### src/rtl/hood_pkg.sv
// Shared definitions for the range hood: mode encodings decoded by the
// self-clean countdown and display blocks, fan-level constants and key ids.
package hood_pkg;

  typedef enum logic [2:0] {
    MODE_OFF     = 3'b000,
    MODE_STANDBY = 3'b001,
    MODE_EXTRACT = 3'b010,
    MODE_TURBO   = 3'b011,
    MODE_CLEAN   = 3'b100,
    MODE_DRAIN   = 3'b101
  } mode_e;

  localparam logic [1:0] FAN_OFF = 2'd0;
  localparam logic [1:0] FAN_L1  = 2'd1;
  localparam logic [1:0] FAN_L2  = 2'd2;
  localparam logic [1:0] FAN_L3  = 2'd3;

  // Winner of the same-cycle key arbitration.
  typedef enum logic [2:0] {
    KEY_NONE  = 3'd0,
    KEY_MENU  = 3'd1,
    KEY_CLEAN = 3'd2,
    KEY_LVL3  = 3'd3,
    KEY_LVL2  = 3'd4,
    KEY_LVL1  = 3'd5
  } key_e;

  // Modes that run a seconds countdown.
  function automatic logic is_timed(input mode_e m);
    return (m == MODE_TURBO) || (m == MODE_CLEAN) || (m == MODE_DRAIN);
  endfunction

endpackage

### src/rtl/hood_mode_ctrl_sec_tick.sv
// Seconds prescaler: counts clk cycles while enabled and pulses tick for one
// cycle when the count wraps from TICK_DIV-1 back to 0. clr restarts the count.
module sec_tick #(
  parameter int TICK_DIV = 100_000_000
) (
  input  logic clk,
  input  logic rst,
  input  logic clr,
  input  logic en,
  output logic tick
);

  localparam int CW = (TICK_DIV > 1) ? $clog2(TICK_DIV) : 1;
  localparam logic [CW-1:0] LAST = CW'(TICK_DIV - 1);

  logic [CW-1:0] cnt_q;

  // Cycle counter; clear wins over counting so a mode entry starts at 0.
  always_ff @(posedge clk) begin
    if (rst || clr) begin
      cnt_q <= '0;
    end else if (en) begin
      cnt_q <= (cnt_q == LAST) ? '0 : cnt_q + 1'b1;
    end
  end

  assign tick = en && (cnt_q == LAST);

endmodule

### src/rtl/hood_mode_ctrl.sv
// Range hood mode sequencer. Arbitrates the debounced front-panel pulses,
// runs the timed modes (turbo, drain, self-clean) and reports remaining
// seconds. Key inputs are fire-and-forget one-cycle pulses: there is no
// ready/back-pressure, a pulse that is not acted on in its cycle is dropped.
// mode_state is the FSM state register itself, so checkers can bind to it.
module hood_mode_ctrl
  import hood_pkg::*;
#(
  parameter int TICK_DIV = 100_000_000,
  parameter int TURBO_S  = 60,
  parameter int DRAIN_S  = 60,
  parameter int CLEAN_S  = 180
) (
  input  logic       clk,
  input  logic       rst,
  input  logic       power_en,
  input  logic       menu_pulse,
  input  logic       lvl1_req,
  input  logic       lvl2_req,
  input  logic       lvl3_req,
  input  logic       clean_req,
  output logic [2:0] mode_state,
  output logic [1:0] fan_level,
  output logic [7:0] remain_s,
  output logic       turbo_used,
  output logic       menu_armed
);

  localparam logic [7:0] TURBO_L = 8'(TURBO_S);
  localparam logic [7:0] DRAIN_L = 8'(DRAIN_S);
  localparam logic [7:0] CLEAN_L = 8'(CLEAN_S);

  mode_e      state_q, state_nx;
  logic [1:0] fan_q, fan_nx;
  logic [7:0] remain_q, remain_nx;
  logic       turbo_q, turbo_nx;
  logic       menu_q, menu_nx;
  key_e       key_win;
  logic       tick;
  logic       expire;
  logic       tick_clr;

  // Prescaler restarts on every mode change and idles outside timed modes,
  // so re-entering a timed mode never inherits a partial second.
  assign tick_clr = (state_nx != state_q) || !is_timed(state_nx);

  sec_tick #(.TICK_DIV(TICK_DIV)) u_sec_tick (
    .clk  (clk),
    .rst  (rst),
    .clr  (tick_clr),
    .en   (is_timed(state_q)),
    .tick (tick)
  );

  // Last second wrapping ends the timed mode on this edge.
  assign expire = tick && (remain_q == 8'd1);

  // Fixed-priority key arbitration; losers are dropped.
  always_comb begin
    key_win = KEY_NONE;
    if (menu_pulse)     key_win = KEY_MENU;
    else if (clean_req) key_win = KEY_CLEAN;
    else if (lvl3_req)  key_win = KEY_LVL3;
    else if (lvl2_req)  key_win = KEY_LVL2;
    else if (lvl1_req)  key_win = KEY_LVL1;
  end

  // Registered mode and output state.
  always_ff @(posedge clk) begin
    if (rst) begin
      state_q  <= MODE_OFF;
      fan_q    <= FAN_OFF;
      remain_q <= 8'd0;
      turbo_q  <= 1'b0;
      menu_q   <= 1'b0;
    end else begin
      state_q  <= state_nx;
      fan_q    <= fan_nx;
      remain_q <= remain_nx;
      turbo_q  <= turbo_nx;
      menu_q   <= menu_nx;
    end
  end

  // Next-state and next-output decode.
  always_comb begin
    state_nx  = state_q;
    fan_nx    = fan_q;
    remain_nx = remain_q;
    turbo_nx  = turbo_q;
    menu_nx   = 1'b0;

    if (!power_en) begin
      state_nx  = MODE_OFF;
      fan_nx    = FAN_OFF;
      remain_nx = 8'd0;
      turbo_nx  = 1'b0;
    end else begin
      // Countdown in timed modes; overridden below on expiry or re-entry.
      if (is_timed(state_q) && tick) remain_nx = remain_q - 8'd1;

      case (state_q)
        MODE_OFF: begin
          state_nx  = MODE_STANDBY;
          fan_nx    = FAN_OFF;
          remain_nx = 8'd0;
          turbo_nx  = 1'b0;
        end

        MODE_STANDBY: begin
          menu_nx   = menu_q;
          remain_nx = 8'd0;
          fan_nx    = FAN_OFF;
          if (key_win == KEY_MENU) begin
            menu_nx = !menu_q;
          end else if (menu_q) begin
            case (key_win)
              KEY_CLEAN: begin
                state_nx  = MODE_CLEAN;
                remain_nx = CLEAN_L;
                menu_nx   = 1'b0;
              end
              KEY_LVL3: begin
                if (!turbo_q) begin
                  state_nx  = MODE_TURBO;
                  fan_nx    = FAN_L3;
                  remain_nx = TURBO_L;
                  turbo_nx  = 1'b1;
                  menu_nx   = 1'b0;
                end
              end
              KEY_LVL2: begin
                state_nx = MODE_EXTRACT;
                fan_nx   = FAN_L2;
                menu_nx  = 1'b0;
              end
              KEY_LVL1: begin
                state_nx = MODE_EXTRACT;
                fan_nx   = FAN_L1;
                menu_nx  = 1'b0;
              end
              default: ;
            endcase
          end
        end

        MODE_EXTRACT: begin
          remain_nx = 8'd0;
          case (key_win)
            KEY_MENU: begin
              state_nx  = MODE_DRAIN;
              remain_nx = DRAIN_L;
            end
            KEY_LVL3: begin
              if (!turbo_q) begin
                state_nx  = MODE_TURBO;
                fan_nx    = FAN_L3;
                remain_nx = TURBO_L;
                turbo_nx  = 1'b1;
              end
            end
            KEY_LVL2: fan_nx = FAN_L2;
            KEY_LVL1: fan_nx = FAN_L1;
            default: ;
          endcase
        end

        MODE_TURBO: begin
          if (key_win == KEY_MENU) begin
            state_nx  = MODE_DRAIN;
            remain_nx = DRAIN_L;
          end else if (expire) begin
            state_nx  = MODE_EXTRACT;
            fan_nx    = FAN_L2;
            remain_nx = 8'd0;
          end
        end

        MODE_DRAIN: begin
          if (expire) begin
            state_nx  = MODE_STANDBY;
            fan_nx    = FAN_OFF;
            remain_nx = 8'd0;
          end
        end

        MODE_CLEAN: begin
          fan_nx = FAN_OFF;
          if (expire) begin
            state_nx  = MODE_STANDBY;
            remain_nx = 8'd0;
          end
        end

        default: begin
          state_nx  = MODE_OFF;
          fan_nx    = FAN_OFF;
          remain_nx = 8'd0;
          turbo_nx  = 1'b0;
        end
      endcase
    end
  end

  assign mode_state = state_q;
  assign fan_level  = fan_q;
  assign remain_s   = remain_q;
  assign turbo_used = turbo_q;
  assign menu_armed = menu_q;

endmodule

### config.mk
export PLATFORM = sky130hd
export DESIGN_NAME = hood_mode_ctrl
export DESIGN_NICKNAME = d
export VERILOG_FILES = /design/src/rtl/hood_pkg.sv /design/src/rtl/hood_mode_ctrl_sec_tick.sv /design/src/rtl/hood_mode_ctrl.sv
export SDC_FILE = /design/constraint.sdc
export NUM_CORES = 1
export LEC_CHECK = 0
export CORE_ASPECT_RATIO = 0.8
export CORE_MARGIN = 2
export CORE_UTILIZATION = 62
export CTS_CLUSTER_DIAMETER = 30
export DETAILED_ROUTE_END_ITERATION = 7
export PLACE_DENSITY_LB_ADDON = 0.12
export RECOVER_POWER = 100
export SLEW_MARGIN = 20
export SYNTH_ARGS = -nofsm -noshare
export SYNTH_HDL_FRONTEND = slang
export SYNTH_SLANG_ARGS = --single-unit
### constraint.sdc
create_clock -name clk -period 2.63 [get_ports clk]
set_input_delay 0.526 -clock clk [delete_from_list [all_inputs] [get_ports clk]]
set_output_delay 0.526 -clock clk [all_outputs]
set_load 0.005 [all_outputs]
==> results of run 1 <==
[through the flow]
stage / total power, mW / hold slack [ns]
final: 1.09 / 0.464
after CTS: 1.10 / 0.474
after detailed placement: 0.716 / 0.456
after global placement: 0.716 / 0.452
after global routing: 1.13 / 0.493
after floorplan: 0.692 / 0.434
[power by group through the flow]
stage / clock (mW) / sequential (mW) / combinational [mW]
after floorplan: 0 / 0.653 / 0.0386
after global placement: 0 / 0.656 / 0.0605
after detailed placement: 0 / 0.655 / 0.0608
after CTS: 0.400 / 0.640 / 0.0612
after global routing: 0.426 / 0.641 / 0.0642
final: 0.391 / 0.640 / 0.0590
[cell type report]
type                       count  area (sq um)  share of cell area
inverter                       6          22.5             0.00789
tap                           55          68.8              0.0241
timing repair buffer          30           273              0.0956
clock buffer                   5          68.8              0.0241
sequential                    42           841               0.295
multi-input combinational    240          1570               0.550
clock inverter                 2          10.0             0.00351
[kinds of logic after synthesis]
kind of cell	count (synthesis)	synth area share
xor+xnor	27	0.0927
buf+inv	16	0.0417
fa+ha+maj	3	0.0147
simple gates	154	0.365
compound gates	56	0.156
flops	42	0.330
[final timing paths]
check | end | slack [ns] | cells past startpoint
setup reg to reg | fan_level[0] | 0.31 | 6
hold / removal | fan_level[0] | 0.46 | 1
setup / recovery | remain_s[5] | 0.26 | 7
hold reg to reg | fan_level[0] | 0.46 | 1
[worst max-delay path: cells and delay by family]
kind | cells | cell delay, ns
AOI/OAI and AO/OA | 4 | 0.90
buffers and inverters | 2 | 0.81
and+or+nand+nor | 1 | 0.36
[registers in the layout, indices dropped and copies added (netlist names)]
| name | count |
|---|---|
| remain_s | 8 |
| menu_armed | 1 |
| fan_level | 2 |
| mode_state | 3 |
| u_sec_tick.cnt_q | 27 |
| turbo_used | 1 |
[per-layer routing]
layer  global-route usage  share of wire
met1                0.409           0.51
met2                0.375           0.42
met3               0.0622          0.064
met4               0.0677          0.011
met5                    0              0
[layout by cell type, fill, tap and decap left out, types with 4 or more instances in the layout]
cell type,n
sky130_fd_sc_hd__clkdlybuf4s50_1,7
sky130_fd_sc_hd__nand2_1,20
sky130_fd_sc_hd__nor2_1,55
sky130_fd_sc_hd__clkbuf_8,5
sky130_fd_sc_hd__buf_4,6
sky130_fd_sc_hd__o21ai_0,9
sky130_fd_sc_hd__a31oi_1,8
sky130_fd_sc_hd__dfxtp_1,42
sky130_fd_sc_hd__nor3_1,7
sky130_fd_sc_hd__dlygate4sd3_1,15
sky130_fd_sc_hd__nand4_1,6
sky130_fd_sc_hd__nand3_1,15
sky130_fd_sc_hd__xnor2_1,10
sky130_fd_sc_hd__nor2b_1,5
sky130_fd_sc_hd__nand2b_1,4
sky130_fd_sc_hd__inv_1,5
sky130_fd_sc_hd__and3_1,4
sky130_fd_sc_hd__a21oi_1,11
sky130_fd_sc_hd__xor2_1,17
==> results.txt, run 1 <==
----------------------------------------------------
[Run status]
  Run status ... completed

[Timing]
  Setup tns final ... 0 ns
  Clock period minus final worst setup slack ... 2.37 ns
  Number of endpoints failing setup at the final stage ... 0
  Setup Skew ... 0.0110 ns
  Slew margin rel. ... 0.626
  Total count of max-transition violations in the final report ... 0
  Final-report hold violation count ... 0
  Tightest Pin Transition ... 0.556 ns
  Unrepaired setup endpoints after global routing ... no
  Crit share post-route ... 0.903
  Max Clk Rate ... 421 MHz
  Worst Setup Slack, final ... 0.256 ns

[Clock tree]
  Clk sink count ... 42
  Setup Buffers After CTS ... 0
  Clock latency at the later pin of the worst-skew pair ... 0.29 ns
  Master cell of the clock root buffer ... sky130_fd_sc_hd__clkbuf_8
  Htree depth ... 2
  Clock Tree Buf Depth ... 2
  Clock buffer count from CTS ... 5
  TritonCTS clock tree ... done
  Clock slew seen by the registers of the worst setup and hold paths ... 0.07 ns
  Hold buffer count at CTS ... 0
  Resized cells post-CTS ... 0

[Synthesis]
  Most repeated cell in the gate-level netlist after synthesis ... sky130_fd_sc_hd__nor2_1
  Sequential cell area fraction in the yosys report ... 0.330
  Combined area of all synthesized cells ... around 2500 sq um
  Register bit total from synthesis ... 42
  Cell types with the highest counts after synthesis ... 55 x sky130_fd_sc_hd__nor2_1, 42 x sky130_fd_sc_hd__dfxtp_1, 20 x sky130_fd_sc_hd__nand2_1
  Number of standard cells after synthesis ... 298
  Share of the synthesized area in the top cell type ... 0.330
  Share of async-settable or async-resettable flops after synthesis ... 0
  Top cells by area in the synthesized netlist ... sky130_fd_sc_hd__dfxtp_1 33%, sky130_fd_sc_hd__nor2_1 8.1%, sky130_fd_sc_hd__xor2_1 5.8%
  Warnings from Yosys ... 0
  Count of distinct cell types in the synthesized netlist ... 70
  Number of nets produced by synthesis ... 309
  Number of enable flip-flop cells after synthesis ... 0
  Cell type contributing the most total cell area after synthesis ... sky130_fd_sc_hd__dfxtp_1
  Flip-flop cell with the highest count after synthesis ... sky130_fd_sc_hd__dfxtp_1
  Syn avg cell area ... 8.56 sq um

[Pwr]
  Switching portion of total power ... 0.227
  Cell-internal power ... between 0.8 and 0.9 mW
  Power per cell area ... 382 nW/um^2
  Net switching component of the power ... 0.248 mW
  Part of the total power dissipated in combinational logic ... 0.054
  Leak Pwr ... 1.05 nW
  Worst voltage drop across the vdd grid ... 0.342 mV
  Sequential share of power ... 0.587
  Clock network power share ... 0.359

[Place]
  Placed standard-cell area ... 2820 sq um
  Setup slack after placement ... 0.0351 ns
  GPL Wtd Cong ... 1.00
  Placed Instances ... 373
  Port-buffer cells ... 22
  Detailed placement HPWL ... 4180 microns

[Final layout]
  Cell area after layout ... 2850 sq um
  Layout Cells excl Fill ... 380
  Share of cells above drive strength 1 ... 0.123
  Number of fill cells in the layout ... slightly below 300
  Post-Route Utilization ... 0.736
  Final net count ... 336
  Synthesis-to-layout area growth ... 11.9%
  Ant diodes ... 0

[Worst setup path]
  Cell Chain, Critical Path ... clkdlybuf4s50_1 -> clkbuf_1 -> nor4_2 -> o21ai_1 -> a31o_1 -> a221o_1 -> a31oi_1
  FF-to-FF Start ... remain_s[2]
  Biggest fanout along the worst timing path ... 10
  Data arrival time of the worst path ... 2.59 ns
  CP Class ... in -> reg
  Cell type of the slowest stage on the worst timing path ... sky130_fd_sc_hd__clkdlybuf4s50_1
  Critical path origin ... menu_pulse
  Critical Path Start Type ... input port
  Critical path data required time ... about 2.9 ns
  Category of the worst setup path capture point ... register
  Worst path max stage delay ... 0.60 ns

[Detailed routing]
  Average wire per cell in the routed design ... 14.7 microns
  Via count of the routed design ... 2234
  First-pass detailed-route iteration total ... 4
  Detailed-route DRC error count ... 0
  Via density ... 5.88
  Number of antenna-violating nets in the routed design ... 0
  Routed wire length ... 5580 microns
  Detailed router's first-iteration violation count ... 113

[GRT]
  Global-route wire length before repair ... 9270 microns
  Number of antenna violations at the first check in global routing ... 0
  Maximum number of pins on one net before global-route repair ... 17
  Global-route total usage across every layer ... 0.267
  Total congestion overflow ... 0
  Vias in the first global route ... just under 2000

[Run]
  Number of max-cap violations ... 0

[Floorplanning]
  Area of the core ... 3880 sq um
  Count of standard-cell rows ... 20
  Initial core utilization ... 0.657
  Die height ... 61.4 microns
  Top Ports ... 23
  Die X ... between 70 and 80 microns
  Die Outline Area ... between 4000 and 5000 sq um

[Worst hold path]
  Hold path startpoint ... fan_level[0]
  Path class of the lowest-slack min-delay path ... reg -> reg

----------------------------------------------------
Note: power is estimated with default switching activity, not from simulation.
==> inputs of run 2 (changes only) <==
CORE_ASPECT_RATIO = unset   (was 0.8)
==> run 2 against run 1 <==
  * Sequential share of layout area decreased by 0.93 points
  * Via count increased by 4.4%
  * Highest routed layer unchanged
  * Global-route usage increased by 0.76 points
  * Maximum frequency increased by 2.3%
  * Worst setup slack improved by 0.054 ns
  * Clock power increased by 59%
  * Sequential power about the same
  * Register-to-register slack improved by 0.21 ns
  * Flip-flop and latch count unchanged
  * Combinational power decreased by 1%
  * Critical path type unchanged
  * Largest power group unchanged
==> results.txt, run 2 (synthesized netlist as in run 1, its figures left out) <==
----------------------------------------------------
[Final layout]
  Layout Cells excl Fill ... 378 (was 380)
  Synthesis-to-layout area growth ... 15.6% (was 11.9%)
  Largest register by flop count ... u_sec_tick.cnt_q (unchanged)
  Cell area after layout ... 2950 sq um (was 2850 sq um)
  Most frequent standard cell in the layout excluding fill and tap cells ... sky130_fd_sc_hd__nor2_1 (unchanged)
  Share of cells above drive strength 1 ... 0.134 (was 0.123)
  Number of flip-flops in the largest register ... 27 (unchanged)
  Ant diodes ... 0 (unchanged)
  Final net count ... 338 (was 336)
  Top library cells by usage in the layout, fill and taps aside ... 55 x sky130_fd_sc_hd__nor2_1, 42 x sky130_fd_sc_hd__dfxtp_1, 20 x sky130_fd_sc_hd__nand2_1 (unchanged)

[Timing]
  Clock period minus final worst setup slack ... 2.32 ns (was 2.37 ns)
  Setup tns final ... 0 ns (unchanged)
  Max Clk Rate ... 431 MHz (was 421 MHz)
  Total count of max-transition violations in the final report ... 0 (unchanged)
  Crit share post-route ... 0.882 (was 0.903)
  Setup Skew ... 0.0124 ns (was 0.0110 ns)
  Tightest Pin Transition ... 0.526 ns (was 0.556 ns)
  Number of endpoints failing setup at the final stage ... 0 (unchanged)
  Unrepaired setup endpoints after global routing ... no (unchanged)
  Slew margin rel. ... 0.649 (was 0.626)
  Final-report hold violation count ... 0 (unchanged)

[Clock tree]
  Hold buffer count at CTS ... 0 (unchanged)
  Master cell of the clock root buffer ... sky130_fd_sc_hd__clkbuf_8 (unchanged)
  Htree depth ... 2 (unchanged)
  Clk sink count ... 42 (unchanged)
  Clock buffer count from CTS ... 5 (unchanged)
  TritonCTS clock tree ... done (unchanged)
  Clock Tree Buf Depth ... 2 (unchanged)
  Clock latency at the later pin of the worst-skew pair ... 0.30 ns (was 0.29 ns)
  Setup Buffers After CTS ... 0 (unchanged)
  Resized cells post-CTS ... 0 (unchanged)
  Clock slew seen by the registers of the worst setup and hold paths ... 0.09 ns (was 0.07 ns)

[Detailed routing]
  Average wire per cell in the routed design ... 15.2 microns (was 14.7 microns)
  First-pass detailed-route iteration total ... 5 (was 4)
  Via density ... 6.17 (was 5.88)
  Number of antenna-violating nets in the routed design ... 0 (unchanged)
  Detailed-route DRC error count ... 0 (unchanged)
  Via count of the routed design ... 2333 (was 2234)
  Detailed router's first-iteration violation count ... 256 (was 113)
  Routed wire length ... 5750 microns (was 5580 microns)

[Place]
  Placed Instances ... 370 (was 373)
  Port-buffer cells ... 22 (unchanged)
  GPL Wtd Cong ... 0.909 (was 1.00)
  Placed standard-cell area ... 2820 sq um (about the same)
  Detailed placement HPWL ... 4210 microns (was 4180 microns)

[Pwr]
  Leak Pwr ... 1.10 nW (was 1.05 nW)
  Power per cell area ... 448 nW/um^2 (was 382 nW/um^2)
  Part of the total power dissipated in combinational logic ... 0.044 (was 0.054)
  Cell-internal power ... 1.04 mW (was 0.843 mW)
  Clock network power share ... 0.470 (was 0.359)
  Net switching component of the power ... 0.275 mW (was 0.248 mW)
  Total power draw ... 1.32 mW (was 1.09 mW)
  Sequential share of power ... 0.485 (was 0.587)
  Worst voltage drop across the vdd grid ... 0.369 mV (was 0.342 mV)
  Switching portion of total power ... 0.208 (was 0.227)

[Floorplanning]
  Die height ... 68.1 microns (was 61.4 microns)
  Area of the core ... 3970 sq um (was 3880 sq um)
  Die Outline Area ... 4640 sq um (about the same)
  Die X ... 68.1 microns (was 75.7 microns)
  Top Ports ... 23 (unchanged)
  Count of standard-cell rows ... 23 (was 20)
  Initial core utilization ... 0.642 (was 0.657)

[GRT]
  Number of antenna violations at the first check in global routing ... 0 (unchanged)
  Vias in the first global route ... 2187 (was 1939)
  Global-route total usage across every layer ... 0.274 (was 0.267)
  Total congestion overflow ... 0 (unchanged)
  Global-route wire length before repair ... 9600 microns (was 9270 microns)
  Maximum number of pins on one net before global-route repair ... 17 (unchanged)

[Worst setup path]
  Critical path data required time ... 2.87 ns (was 2.85 ns)
  CP Class ... in -> reg (unchanged)
  Category of the worst setup path capture point ... register (unchanged)
  Biggest fanout along the worst timing path ... 8 (was 10)
  Critical Path Start Type ... input port (unchanged)
  Data arrival time of the worst path ... 2.56 ns (was 2.59 ns)

[Run status]
  Run status ... completed (unchanged)

[Run]
  Number of max-cap violations ... 0 (unchanged)

[Worst hold path]
  Path class of the lowest-slack min-delay path ... reg -> reg (unchanged)

----------------------------------------------------
==> run 2: cell count changes in the layout (fill, tap and decap cells not counted), moves of 2 or more <==
cell and delta:
sky130_fd_sc_hd__buf_4 +2, sky130_fd_sc_hd__bufinv_16 +2, sky130_fd_sc_hd__clkdlybuf4s50_1 -2, sky130_fd_sc_hd__clkinv_2 -2, sky130_fd_sc_hd__dlygate4sd3_1 +2, sky130_fd_sc_hd__nor4_4 +2
==> run 2: power by group through the flow <==
stage               registers, mW  logic (mW)  clock network (mW)
floorplan                   0.653      0.0386                   0
global placement            0.655      0.0593                   0
detailed placement          0.655      0.0597                   0
CTS                         0.640      0.0602               0.631
global route                0.641      0.0622               0.654
finish                      0.640      0.0583               0.621
==> run 2: layout make-up <==
| class | count | area, sq um |
|---|---|---|
| multi-input combinational | 240 | 1600 |
| fill | 324 | 1020 |
| sequential | 42 | 841 |
| timing repair buffer | 32 | 288 |
| clock buffer | 5 | 68.8 |
| clock inverter | 3 | 68.8 |
| tap | 50 | 62.6 |
| inverter | 6 | 22.5 |
==> run 2: worst paths after layout <==
| check | depth (start not counted) | from | endpoint | slack (ns) |
|---|---|---|---|---|
| setup / recovery | 7 | menu_pulse | remain_s[5] | 0.31 |
| hold / removal | 1 | fan_level[0] | fan_level[0] | 0.47 |
| setup reg to reg | 7 | u_sec_tick.cnt_q[0] | remain_s[3] | 0.52 |
| hold reg to reg | 1 | fan_level[0] | fan_level[0] | 0.47 |
==> run 2: metrics by stage <==
stage          utilization  setup WS (ns)  hold slack [ns]
2_1_floorplan            -          0.835            0.434
3_3_place_gp         0.711          0.231            0.448
3_5_place_dp         0.711          0.177            0.457
4_1_cts              0.746          0.493            0.474
5_1_grt              0.742          0.186            0.491
6_report             0.742          0.310            0.469
==> run 2: layer usage <==
| layer | up-vias | track usage | routed length (microns) |
|---|---|---|---|
| li1 | 1134 | - | - |
| met1 | 1108 | 0.333 | 2440 |
| met2 | 80 | 0.473 | 2870 |
| met3 | 11 | 0.0510 | 359 |
| met4 | 0 | 0.115 | 84 |
| met5 | - | 0 | 0 |
==> run 2: critical path, cell delays in order <==
cell	delay (ns)
sky130_fd_sc_hd__dlygate4sd3_1	0.66
sky130_fd_sc_hd__clkbuf_1	0.21
sky130_fd_sc_hd__nor4_4	0.26
sky130_fd_sc_hd__o21ai_0	0.18
sky130_fd_sc_hd__a31o_1	0.25
sky130_fd_sc_hd__a221o_1	0.33
sky130_fd_sc_hd__a31oi_1	0.14
==> inputs of run 3 (changes only) <==
CORE_MARGIN = 5   (was 2)
==> run 3 against run 2 <==
  * Worst setup slack got worse by 0.014 ns
  * Clock skew is 0.0077 ns lower
  * Power up 0.57%
  * Largest power group unchanged
  * Via count down 2.9%
  * Wire length shrank 2.6%
  * First-iteration DRC count shrank 52%
  * Global-route usage shrank 5.2 points
  * Die area is 18% higher
  * Final cell count decreased by 0.53%
  * Combinational power increased by 0.7%
  * Count of clock-buffer cells in the layout rose by 1
==> results.txt, run 3 (synthesized netlist as in run 1, its figures left out) <==
----------------------------------------------------
[Floorplanning]
  Die height ... 74.1 microns (was 68.1 microns)
  Top Ports ... 23 (unchanged)
  Count of standard-cell rows ... 23 (unchanged)
  Initial core utilization ... 0.637 (was 0.642)
  Die X ... 74.1 microns (was 68.1 microns)
  Area of the core ... 4000 sq um (was 3970 sq um)
  Die Outline Area ... 5500 sq um (was 4640 sq um)

[Pwr]
  Leak Pwr ... 1.07 nW (was 1.10 nW)
  Power per cell area ... 455 nW/um^2 (was 448 nW/um^2)
  Worst voltage drop across the vdd grid ... 0.411 mV (was 0.369 mV)

[Clock tree]
  Htree depth ... 2 (unchanged)
  Hold buffer count at CTS ... 0 (unchanged)
  Clock buffer count from CTS ... 5 (unchanged)
  Master cell of the clock root buffer ... sky130_fd_sc_hd__clkbuf_8 (unchanged)
  Clk sink count ... 42 (unchanged)
  Clock slew seen by the registers of the worst setup and hold paths ... 0.08 ns (was 0.09 ns)
  TritonCTS clock tree ... done (unchanged)
  Clock latency at the later pin of the worst-skew pair ... 0.30 ns (about the same)
  Resized cells post-CTS ... 0 (unchanged)
  Clock Tree Buf Depth ... 2 (unchanged)
  Setup Buffers After CTS ... 0 (unchanged)

[Timing]
  Setup Skew ... 0.00472 ns (was 0.0124 ns)
  Slew margin rel. ... 0.612 (was 0.649)
  Tightest Pin Transition ... 0.577 ns (was 0.526 ns)
  Number of endpoints failing setup at the final stage ... 0 (unchanged)
  Unrepaired setup endpoints after global routing ... no (unchanged)
  Final-report hold violation count ... 0 (unchanged)
  Clock period minus final worst setup slack ... 2.33 ns (was 2.32 ns)
  Total count of max-transition violations in the final report ... 0 (unchanged)
  Max Clk Rate ... 428 MHz (was 431 MHz)
  Crit share post-route ... 0.888 (was 0.882)
  Setup tns final ... 0 ns (unchanged)

[Final layout]
  Synthesis-to-layout area growth ... 14.5% (was 15.6%)
  Multi-input combinational cell area ... 1580 sq um (was 1600 sq um)
  Number of flip-flops in the largest register ... 27 (unchanged)
  Number of fill cells in the layout ... 338 (was 324)
  Cell area after layout ... 2920 sq um (was 2950 sq um)
  Most frequent standard cell in the layout excluding fill and tap cells ... sky130_fd_sc_hd__nor2_1 (unchanged)
  Share of cells above drive strength 1 ... 0.135 (was 0.134)
  Final net count ... 336 (was 338)
  Top library cells by usage in the layout, fill and taps aside ... 55 x sky130_fd_sc_hd__nor2_1, 42 x sky130_fd_sc_hd__dfxtp_1, 20 x sky130_fd_sc_hd__nand2_1 (unchanged)
  Ant diodes ... 0 (unchanged)
  Storage element area ... 841 sq um (unchanged)
  Largest register by flop count ... u_sec_tick.cnt_q (unchanged)

[Detailed routing]
  Routed wire length ... 5600 microns (was 5750 microns)
  Via density ... 6.02 (was 6.17)
  First-pass detailed-route iteration total ... 4 (was 5)
  Via count of the routed design ... 2265 (was 2333)
  Detailed router's first-iteration violation count ... 124 (was 256)
  Average wire per cell in the routed design ... 14.9 microns (was 15.2 microns)
  Number of antenna-violating nets in the routed design ... 0 (unchanged)
  Detailed-route DRC error count ... 0 (unchanged)

[Worst setup path]
  Worst path max stage delay ... 0.66 ns (about the same)
  Critical Path Start Type ... input port (unchanged)
  Critical path data required time ... 2.86 ns (was 2.87 ns)
  Cell Chain, Critical Path ... dlygate4sd3_1 -> clkbuf_2 -> nor4_4 -> o21ai_0 -> a31o_1 -> a221o_1 -> a31oi_1 (was dlygate4sd3_1 -> clkbuf_1 -> nor4_4 -> o21ai_0 -> a31o_1 -> a221o_1 -> a31oi_1)
  CP Class ... in -> reg (unchanged)
  Data arrival time of the worst path ... 2.56 ns (about the same)
  Biggest fanout along the worst timing path ... 8 (unchanged)
  Category of the worst setup path capture point ... register (unchanged)
  Register-to-register path setup slack ... 0.35 ns (was 0.52 ns)
  Cell type of the slowest stage on the worst timing path ... sky130_fd_sc_hd__dlygate4sd3_1 (unchanged)

[Run]
  Number of max-cap violations ... 0 (unchanged)

[Place]
  Port-buffer cells ... 22 (unchanged)
  GPL Wtd Cong ... 0.854 (was 0.909)
  Detailed placement HPWL ... 4140 microns (was 4210 microns)
  Placed standard-cell area ... 2810 sq um (was 2820 sq um)

[GRT]
  Global-route wire length before repair ... 9460 microns (was 9600 microns)
  Number of antenna violations at the first check in global routing ... 0 (unchanged)
  Total congestion overflow ... 0 (unchanged)
  Global-route total usage across every layer ... 0.223 (was 0.274)
  Maximum number of pins on one net before global-route repair ... 19 (was 17)
  Vias in the first global route ... 2041 (was 2187)

[Worst hold path]
  Path class of the lowest-slack min-delay path ... reg -> reg (unchanged)

[Run status]
  Run status ... completed (unchanged)

----------------------------------------------------
-- run 3: cell types whose count changed in the layout (fill, tap and decap cells not counted), sizes merged --
cell,previous run,this run
buf,8,6
clkinv,1,0
clkbuf,7,8
-- run 3: power breakdown --
part | internal [mW] | total (mW) | switching [mW] | leakage [nW]
combinational | 0.0277 | 0.0587 | 0.0310 | 0.658
clock | 0.405 | 0.628 | 0.223 | 0.0714
sequential | 0.636 | 0.640 | 0.00383 | 0.338
-- run 3: path summary, 6_finish.rpt --
path                                     startpoint             endpoint  cells past startpoint
worst min register to register  u_sec_tick.cnt_q[7]  u_sec_tick.cnt_q[7]                      2
worst min-delay path            u_sec_tick.cnt_q[7]  u_sec_tick.cnt_q[7]                      2
worst max register to register          remain_s[2]         fan_level[0]                      6
worst max-delay path                     menu_pulse          remain_s[5]                      7
-- run 3: routing by layer --
metal / wire, microns / global-route usage / vias up
li1: - / - / 1126
met1: 2600 / 0.303 / 1053
met2: 2570 / 0.344 / 78
met3: 356 / 0.0459 / 8
met4: 82 / 0.0905 / 0
met5: 0 / 0 / -
-- run 3: cell type report --
cell class,instances,area share
Clock inverter,2,0.0206
Clock buffer,6,0.0283
Inverter,6,0.00772
Tap cell,50,0.0214
Timing Repair Buffer,30,0.0939
Multi-Input combinational cell,240,0.540
Sequential cell,42,0.288
-- run 3: per-stage QoR --
stage           util  worst slack [ns]  total power [mW]  std cells  hold slack (ns)
2_1_floorplan      -             0.835             0.692        298            0.434
3_3_place_gp   0.702             0.203             0.715        368            0.442
3_5_place_dp   0.702             0.156             0.715        368            0.461
4_1_cts        0.738             0.455              1.34        376            0.476
5_1_grt        0.730             0.142              1.37        376            0.501
6_report       0.730             0.296              1.33        376            0.472
-- run 3: critical path: cells and delay by family --
family | cells | cell delay (ns)
buffers and inverters | 2 | 0.87
AOI/OAI and AO/OA | 4 | 0.92
and+or+nand+nor | 1 | 0.25
